File: config.mk
export PLATFORM = sky130hd
export DESIGN_NAME = ace_snoop_initiator
export DESIGN_NICKNAME = d
export VERILOG_FILES = /design/src/rtl/ace_snoop_pkg.sv /design/src/rtl/ace_cd_line_buffer.sv /design/src/rtl/ace_snoop_initiator.sv
export SDC_FILE = /design/constraint.sdc
export NUM_CORES = 1
export LEC_CHECK = 0
export CAP_MARGIN = 20
export CORE_MARGIN = 2
export CORE_UTILIZATION = 25
export CTS_BUF_LIST = sky130_fd_sc_hd__clkbuf_4 sky130_fd_sc_hd__clkbuf_8 sky130_fd_sc_hd__clkbuf_16
export DETAILED_ROUTE_END_ITERATION = 10
export GPL_TIMING_DRIVEN = 0
export PLACE_DENSITY = 0.46
export SYNTH_ARGS = -nofsm -noshare
export SYNTH_HDL_FRONTEND = slang
export SYNTH_SLANG_ARGS = --single-unit
File: constraint.sdc
create_clock -name ace_aclk -period 5.79 [get_ports ace_aclk]
set_clock_uncertainty 0.1 [all_clocks]
set_input_delay 1.4475 -clock ace_aclk [delete_from_list [all_inputs] [get_ports ace_aclk]]
set_output_delay 1.4475 -clock ace_aclk [all_outputs]
set_load 0.02 [all_outputs]
File: src/rtl/ace_snoop_pkg.sv
// Shared encodings for the ACE snoop initiator: AC opcodes, FSM states and
// register-field positions used by the RTL and its bench.
package ace_snoop_pkg;

  localparam logic [3:0] ACSNOOP_READ_ONCE       = 4'b0000;
  localparam logic [3:0] ACSNOOP_READ_SHARED     = 4'b0001;
  localparam logic [3:0] ACSNOOP_READ_CLEAN      = 4'b0010;
  localparam logic [3:0] ACSNOOP_READ_UNIQUE     = 4'b0111;
  localparam logic [3:0] ACSNOOP_CLEAN_INVALID   = 4'b1001;
  localparam logic [3:0] ACSNOOP_MAKE_INVALID    = 4'b1101;

  typedef enum logic [3:0] {
    ST_IDLE    = 4'd0,
    ST_AC_REQ  = 4'd1,
    ST_CR_WAIT = 4'd2,
    ST_CD_RECV = 4'd3,
    ST_DONE    = 4'd4,
    ST_TIMEOUT = 4'd5
  } state_e;

  localparam int CTRL_START     = 0;
  localparam int CTRL_SNOOP_LSB = 1;
  localparam int CTRL_PROT_LSB  = 5;
  localparam int CTRL_CLEAR     = 8;

  localparam int STAT_DONE       = 0;
  localparam int STAT_TIMEOUT    = 1;
  localparam int STAT_PASS_DIRTY = 2;
  localparam int STAT_CD_ERROR   = 3;
  localparam int STAT_CRRESP_LSB = 4;
  localparam int STAT_STATE_LSB  = 12;

  localparam int CRRESP_DATA_XFER  = 0;
  localparam int CRRESP_PASS_DIRTY = 2;

endpackage

File: src/rtl/ace_cd_line_buffer.sv
// Collects CD beats into one cache line and flags short or over-long bursts.
module ace_cd_line_buffer
  import ace_snoop_pkg::*;
#(
  parameter int DATA_W = 128,
  parameter int BEATS  = 4
) (
  input  logic                      clk,
  input  logic                      rst_n,
  input  logic                      clear,
  input  logic                      err_clear,
  input  logic                      beat_wr,
  input  logic                      beat_last,
  input  logic [DATA_W-1:0]         beat_data,
  output logic [DATA_W*BEATS-1:0]   line_data,
  output logic                      cd_error
);

  localparam int BW = $clog2(BEATS + 1);
  localparam logic [BW-1:0] BEAT_FULL = BW'(BEATS);
  localparam logic [BW-1:0] BEAT_LAST = BW'(BEATS - 1);

  logic [BW-1:0] beat;

  // beat parks at BEAT_FULL so any extra beat keeps reporting an error
  always_ff @(posedge clk or negedge rst_n) begin
    if (!rst_n) begin
      beat      <= '0;
      line_data <= '0;
      cd_error  <= 1'b0;
    end else if (clear) begin
      beat      <= '0;
      line_data <= '0;
      cd_error  <= 1'b0;
    end else begin
      if (err_clear)
        cd_error <= 1'b0;
      if (beat_wr) begin
        for (int b = 0; b < BEATS; b++)
          if (beat == BW'(b))
            line_data[b*DATA_W +: DATA_W] <= beat_data;
        if (beat != BEAT_FULL)
          beat <= beat + 1'b1;
        if (beat == BEAT_FULL || (beat_last && beat != BEAT_LAST))
          cd_error <= 1'b1;
      end
    end
  end

endmodule

File: src/rtl/ace_snoop_initiator.sv
// Issues one ACE snoop per start edge, collects CR/CD and reports latency.
// state      | meaning
// IDLE       | waiting for a start edge; clear honoured here
// AC_REQ     | acvalid held with stable address/opcode until acready
// CR_WAIT    | crready high, latency counter running
// CD_RECV    | cdready high, beats captured until cdlast
// DONE       | one cycle: set done, return to IDLE
// TIMEOUT    | one cycle: set done and timeout, return to IDLE
module ace_snoop_initiator
  import ace_snoop_pkg::*;
#(
  parameter int C_S_AXI_DATA_WIDTH = 32,
  parameter int C_ACE_DATA_WIDTH   = 128,
  parameter int C_ACE_ADDR_WIDTH   = 44,
  parameter int C_CD_BEATS         = 4
) (
  input  logic                                   ace_aclk,
  input  logic                                   ace_aresetn,
  input  logic [C_S_AXI_DATA_WIDTH-1:0]          i_control_reg,
  input  logic [C_S_AXI_DATA_WIDTH-1:0]          i_addr_reg,
  input  logic [C_S_AXI_DATA_WIDTH-1:0]          i_timeout_reg,
  output logic [C_S_AXI_DATA_WIDTH-1:0]          o_status_reg,
  output logic [C_S_AXI_DATA_WIDTH-1:0]          o_latency_reg,
  output logic [C_ACE_DATA_WIDTH*C_CD_BEATS-1:0] o_line_data,
  output logic                                   o_acvalid,
  input  logic                                   i_acready,
  output logic [C_ACE_ADDR_WIDTH-1:0]            o_acaddr,
  output logic [3:0]                             o_acsnoop,
  output logic [2:0]                             o_acprot,
  input  logic                                   i_crvalid,
  input  logic [4:0]                             i_crresp,
  output logic                                   o_crready,
  input  logic                                   i_cdvalid,
  input  logic [C_ACE_DATA_WIDTH-1:0]            i_cddata,
  input  logic                                   i_cdlast,
  output logic                                   o_cdready,
  output logic                                   o_busy
);

  state_e                          state;
  logic                            start_q, done_q, timeout_q, pass_dirty_q;
  logic [4:0]                      crresp_q;
  logic [C_S_AXI_DATA_WIDTH-1:0]   cnt, cnt_inc;
  logic                            start_edge, timeout_hit, cd_error;
  logic                            buf_clear, err_clear, beat_wr;
  logic                            unused_bits;

  assign unused_bits = ^{i_control_reg[C_S_AXI_DATA_WIDTH-1:9], i_addr_reg[5:0]};

  // cnt_inc is the number of cycles spent waiting, including the current one
  assign start_edge  = i_control_reg[CTRL_START] & ~start_q;
  assign cnt_inc     = (&cnt) ? cnt : cnt + 1'b1;
  assign timeout_hit = (i_timeout_reg != '0) && (cnt_inc == i_timeout_reg);
  assign buf_clear   = (state == ST_IDLE) && start_edge;
  assign err_clear   = (state == ST_IDLE) && i_control_reg[CTRL_CLEAR];
  assign beat_wr     = o_cdready && i_cdvalid;

  ace_cd_line_buffer #(
    .DATA_W (C_ACE_DATA_WIDTH),
    .BEATS  (C_CD_BEATS)
  ) u_line_buf (
    .clk       (ace_aclk),
    .rst_n     (ace_aresetn),
    .clear     (buf_clear),
    .err_clear (err_clear),
    .beat_wr   (beat_wr),
    .beat_last (i_cdlast),
    .beat_data (i_cddata),
    .line_data (o_line_data),
    .cd_error  (cd_error)
  );

  always_comb begin
    o_status_reg                             = '0;
    o_status_reg[STAT_DONE]                  = done_q;
    o_status_reg[STAT_TIMEOUT]               = timeout_q;
    o_status_reg[STAT_PASS_DIRTY]            = pass_dirty_q;
    o_status_reg[STAT_CD_ERROR]              = cd_error;
    o_status_reg[STAT_CRRESP_LSB +: 5]       = crresp_q;
    o_status_reg[STAT_STATE_LSB +: 4]        = state;
  end

  always_ff @(posedge ace_aclk or negedge ace_aresetn) begin
    if (!ace_aresetn) begin
      state         <= ST_IDLE;
      start_q       <= 1'b0;
      done_q        <= 1'b0;
      timeout_q     <= 1'b0;
      pass_dirty_q  <= 1'b0;
      crresp_q      <= '0;
      cnt           <= '0;
      o_latency_reg <= '0;
      o_acvalid     <= 1'b0;
      o_acaddr      <= '0;
      o_acsnoop     <= '0;
      o_acprot      <= '0;
      o_crready     <= 1'b0;
      o_cdready     <= 1'b0;
      o_busy        <= 1'b0;
    end else begin
      start_q <= i_control_reg[CTRL_START];
      case (state)
        ST_IDLE: begin
          if (i_control_reg[CTRL_CLEAR]) begin
            done_q        <= 1'b0;
            timeout_q     <= 1'b0;
            pass_dirty_q  <= 1'b0;
            o_latency_reg <= '0;
          end
          if (start_edge) begin
            state         <= ST_AC_REQ;
            o_acvalid     <= 1'b1;
            o_busy        <= 1'b1;
            o_acaddr      <= C_ACE_ADDR_WIDTH'({i_addr_reg[31:6], 6'b0});
            o_acsnoop     <= i_control_reg[CTRL_SNOOP_LSB +: 4];
            o_acprot      <= i_control_reg[CTRL_PROT_LSB +: 3];
            done_q        <= 1'b0;
            timeout_q     <= 1'b0;
            pass_dirty_q  <= 1'b0;
            crresp_q      <= '0;
            o_latency_reg <= '0;
          end
        end
        ST_AC_REQ: begin
          if (i_acready) begin
            state     <= ST_CR_WAIT;
            o_acvalid <= 1'b0;
            o_crready <= 1'b1;
            cnt       <= '0;
          end
        end
        ST_CR_WAIT: begin
          cnt <= cnt_inc;
          if (i_crvalid) begin
            o_crready     <= 1'b0;
            crresp_q      <= i_crresp;
            pass_dirty_q  <= i_crresp[CRRESP_PASS_DIRTY];
            o_latency_reg <= cnt_inc;
            if (i_crresp[CRRESP_DATA_XFER]) begin
              state     <= ST_CD_RECV;
              o_cdready <= 1'b1;
            end else begin
              state <= ST_DONE;
            end
          end else if (timeout_hit) begin
            state     <= ST_TIMEOUT;
            o_crready <= 1'b0;
          end
        end
        ST_CD_RECV: begin
          cnt <= cnt_inc;
          if (i_cdvalid && i_cdlast) begin
            state     <= ST_DONE;
            o_cdready <= 1'b0;
          end else if (timeout_hit) begin
            state     <= ST_TIMEOUT;
            o_cdready <= 1'b0;
          end
        end
        ST_DONE: begin
          done_q <= 1'b1;
          o_busy <= 1'b0;
          state  <= ST_IDLE;
        end
        ST_TIMEOUT: begin
          done_q    <= 1'b1;
          timeout_q <= 1'b1;
          o_busy    <= 1'b0;
          state     <= ST_IDLE;
        end
        default: begin
          state     <= ST_IDLE;
          o_acvalid <= 1'b0;
          o_crready <= 1'b0;
          o_cdready <= 1'b0;
          o_busy    <= 1'b0;
        end
      endcase
    end
  end

endmodule

==> results of run 1 <==
worst min-delay path, cell delays in order (launching register included):
cell and delay (ns):
dfrtp_1 0.34, nand2_1 0.05, o21ai_0 0.06
through the flow:
stage                     util, %  power, W  instances  instance area (sq um)  hold slack (ns)
final                        37.1    0.0115       5490                  40300            0.379
after global routing         37.1    0.0120       5489                  40300            0.414
after CTS                    37.1    0.0116       5487                  40300            0.387
after detailed placement     34.6   0.00647       5344                  37500            0.373
after global placement       34.3   0.00647       5329                  37200            0.365
after floorplan                 -   0.00549       3116                  27500            0.350
report_power, final:
group / total, W / switching (W) / internal [W]
logic: 0.00165 / 0.000981 / 0.000673
clock network: 0.00514 / 0.00213 / 0.00301
registers: 0.00473 / 0.000125 / 0.00460
total: 0.0115 / 0.00324 / 0.00829
placed cells by master (no fill, tap or decap), drive strengths merged, types with 6 or more instances in the layout:
| cell | netlist | routed |
|---|---|---|
| buf | 69 | 85 |
| clkdlybuf4s50 | 0 | 798 |
| o21ai | 85 | 85 |
| nand4 | 20 | 20 |
| or3 | 7 | 7 |
| nor3 | 28 | 28 |
| dfrtp | 630 | 630 |
| a22o | 8 | 8 |
| nor4 | 24 | 24 |
| ha | 6 | 6 |
| and4 | 13 | 13 |
| a31oi | 9 | 9 |
| mux2 | 33 | 33 |
| nor2 | 47 | 47 |
| nand2b | 12 | 12 |
| xnor2 | 34 | 34 |
| and3 | 10 | 10 |
| clkinv | 0 | 18 |
| conb | 1 | 38 |
| a21oi | 540 | 540 |
| clkbuf | 197 | 316 |
| nand3 | 44 | 44 |
| xor2 | 15 | 15 |
| and2 | 9 | 9 |
| o31ai | 12 | 12 |
| inv | 16 | 21 |
| nand2 | 1130 | 1130 |
layout make-up:
type / instances / area (sq um) / area share [%]
diodes: 2 / 5.00 / 0.0124
clock inverters: 25 / 258 / 0.640
flip-flops and latches: 630 / 15800 / 39.2
well taps: 1414 / 1770 / 4.39
plain buffers: 266 / 1180 / 2.92
multi-input cells: 2204 / 10500 / 26.0
repair buffers: 815 / 8300 / 20.6
clock buffers: 118 / 2460 / 6.12
inverters: 16 / 60.1 / 0.149
layer usage:
layer  vias up  GRT usage [%]  routed length [um]
li1      12000              -                   -
met1     13200           32.1               60100
met2       968           39.9               66200
met3       185           6.41               10300
met4        14           7.38                4580
met5         -              0                  96
logic make-up after synthesis:
logic type / after synthesis / synth area share (%)
AOI/OAI and AO/OA: 709 / 13.9
xor gates and xnor gates: 49 / 1.57
adders and majority gates: 6 / 0.275
buffers and inverters: 282 / 4.51
DFF: 630 / 57.7
muxes: 36 / 1.47
other: 1 / 0.0137
and+or+nand+nor: 1366 / 20.5
worst max-delay path by stage:
stage	slack, ns	cells after the start	from	to
floorplan	1.53	10	i_timeout_reg[6]	state[0]
global route	0.59	12	cnt[1]	state[0]
global placement	-28.53	1	ace_aresetn	o_acaddr[11]
detailed placement	0.32	11	i_timeout_reg[15]	state[0]
finish	0.72	12	cnt[1]	state[0]
CTS	0.82	12	cnt[1]	state[0]
==> flow_summary.json, run 1 <==
{
  "status": "completed",
  "worstHoldStart": "o_latency_reg[30]",
  "cts_resized": 0,
  "antenna_found_initial": 13,
  "max_clock_freq_mhz": 197,
  "path_class": "reg -> reg",
  "timing.final.hold_violations": 0,
  "path_max_fanout": 9,
  "path_clk_slew_ns": 0.06,
  "arrival_ns": 5.53,
  "synth_most_common_cell": "nand2_1",
  "via_per_inst": 4.81,
  "insertion_delay_ns": 0.65,
  "n_fill_cell": 11100,
  "rsz0062_at_grt": "no",
  "cts_tree": "built",
  "hp-class": "reg -> reg",
  "num_rows": 121,
  "clock_path_buffers": 3,
  "syn_inst": 3079,
  "grt_usage_pct": 24.6,
  "drc": 0,
  "tightest_slew_ns": 1.07,
  "place_hpwl_um": 108000,
  "crit_top_cell": "and3_1",
  "synthTopCellsByCount": "nand2_1, dfrtp_1, a21oi_1",
  "synth_top_cell_by_area": "dfrtp_1",
  "timing.final.ws_setup_ns": 0.722,
  "clock_sinks": 630,
  "place_ws_ns": 0.315,
  "synth_top_area_share_pct": 57.7,
  "reg2reg_depth": 12,
  "grt_pass1_wl_um": 199000,
  "yosysSeqAreaShare_pct": 57.7,
  "synth_area_sq_um": 27300,
  "worst_setup_path_start_kind": "register",
  "min_path_cells": 2,
  "drt_first_pass_iters": 5,
  "holdBufCountCts": 0,
  "core_area_sq_um": 109000,
  "largest_reg_flops": 512,
  "critPathSlowestCell": "or4b_2",
  "die_height_um": 335,
  "synth_seq_cells": 630,
  "worstSetupEndpointType": "register",
  "place_congestion": 0.940,
  "min_to": "o_latency_reg[30]",
  "crit_chain": "ha_1 > and3_1 > and3_1 > clkbuf_1 > nand3_1 > mux2i_1 > or4b_2 > or4_1 > nor4_1 > nand4_1 > or3_1 > a21oi_1",
  "syn2layout_area_growth_pct": 47.4,
  "slew_headroom_pct": 27.9,
  "p_leak_nw": 16.3,
  "grt_pass1_vias": 26000,
  "setup_viol": 0,
  "ys_warn_count": 0,
  "max-cap-violations": 0,
  "finalMaxSlewViolations": 0,
  "grt_start_max_net_pins": 105,
  "cts_setup_buffers": 0,
  "ys.flop_type": "dfrtp_1",
  "tns_ns": 0,
  "ys_async_sr_fraction_pct": 100,
  "cp_top_family": "simple AND/OR/NAND/NOR gates",
  "die-width_um": 335,
  "p_per_area_nw_per_um2": 286,
  "synthTopCellsByArea": "dfrtp_1, nand2_1, a21oi_1",
  "reg2reg_slack_ns": 0.72,
  "critPathMaxStageDelay_ns": 0.68,
  "io_buffers": 799,
  "required_ns": 6.25,
  "path_buf_inv": 1,
  "finalCriticalPeriod_ns": 5.07,
  "overflow": 0,
  "wl_um": 141000,
  "rr_startpoint": "cnt[1]",
  "cts_inserted_buffers": 79,
  "cts_max_level": 3,
  "fin_crit_sh_pct": 87.5,
  "via_count": 26400,
  "die_area_sq_um": 112000,
  "drive_above_1_share_pct": 6.46,
  "wl_per_cell_um": 25.7,
  "syn_area_per_cell_sq_um": 8.87,
  "ant_nets": 0,
  "final_nets": 4253,
  "cts-root-buf": "clkbuf_16",
  "floorplan.io_pins": 866,
  "first_iter_violations": 1910,
  "start_util_pct": 25.2,
  "vdd_drop_max_mv": 0.198,
  "r2r_end": "state[0]",
  "synth_edf_count": 0,
  "synth.distinct_cells": 68
}
(Power assumes the default switching activity.)
==> run 2, diff against run 1 <==
Settings changed: CTS_CLUSTER_SIZE set to 24, SKIP_LAST_GASP set to 1.
==> results of run 2 <==
Same layout as run 1: the final DEF is identical, and so are final timing and power.
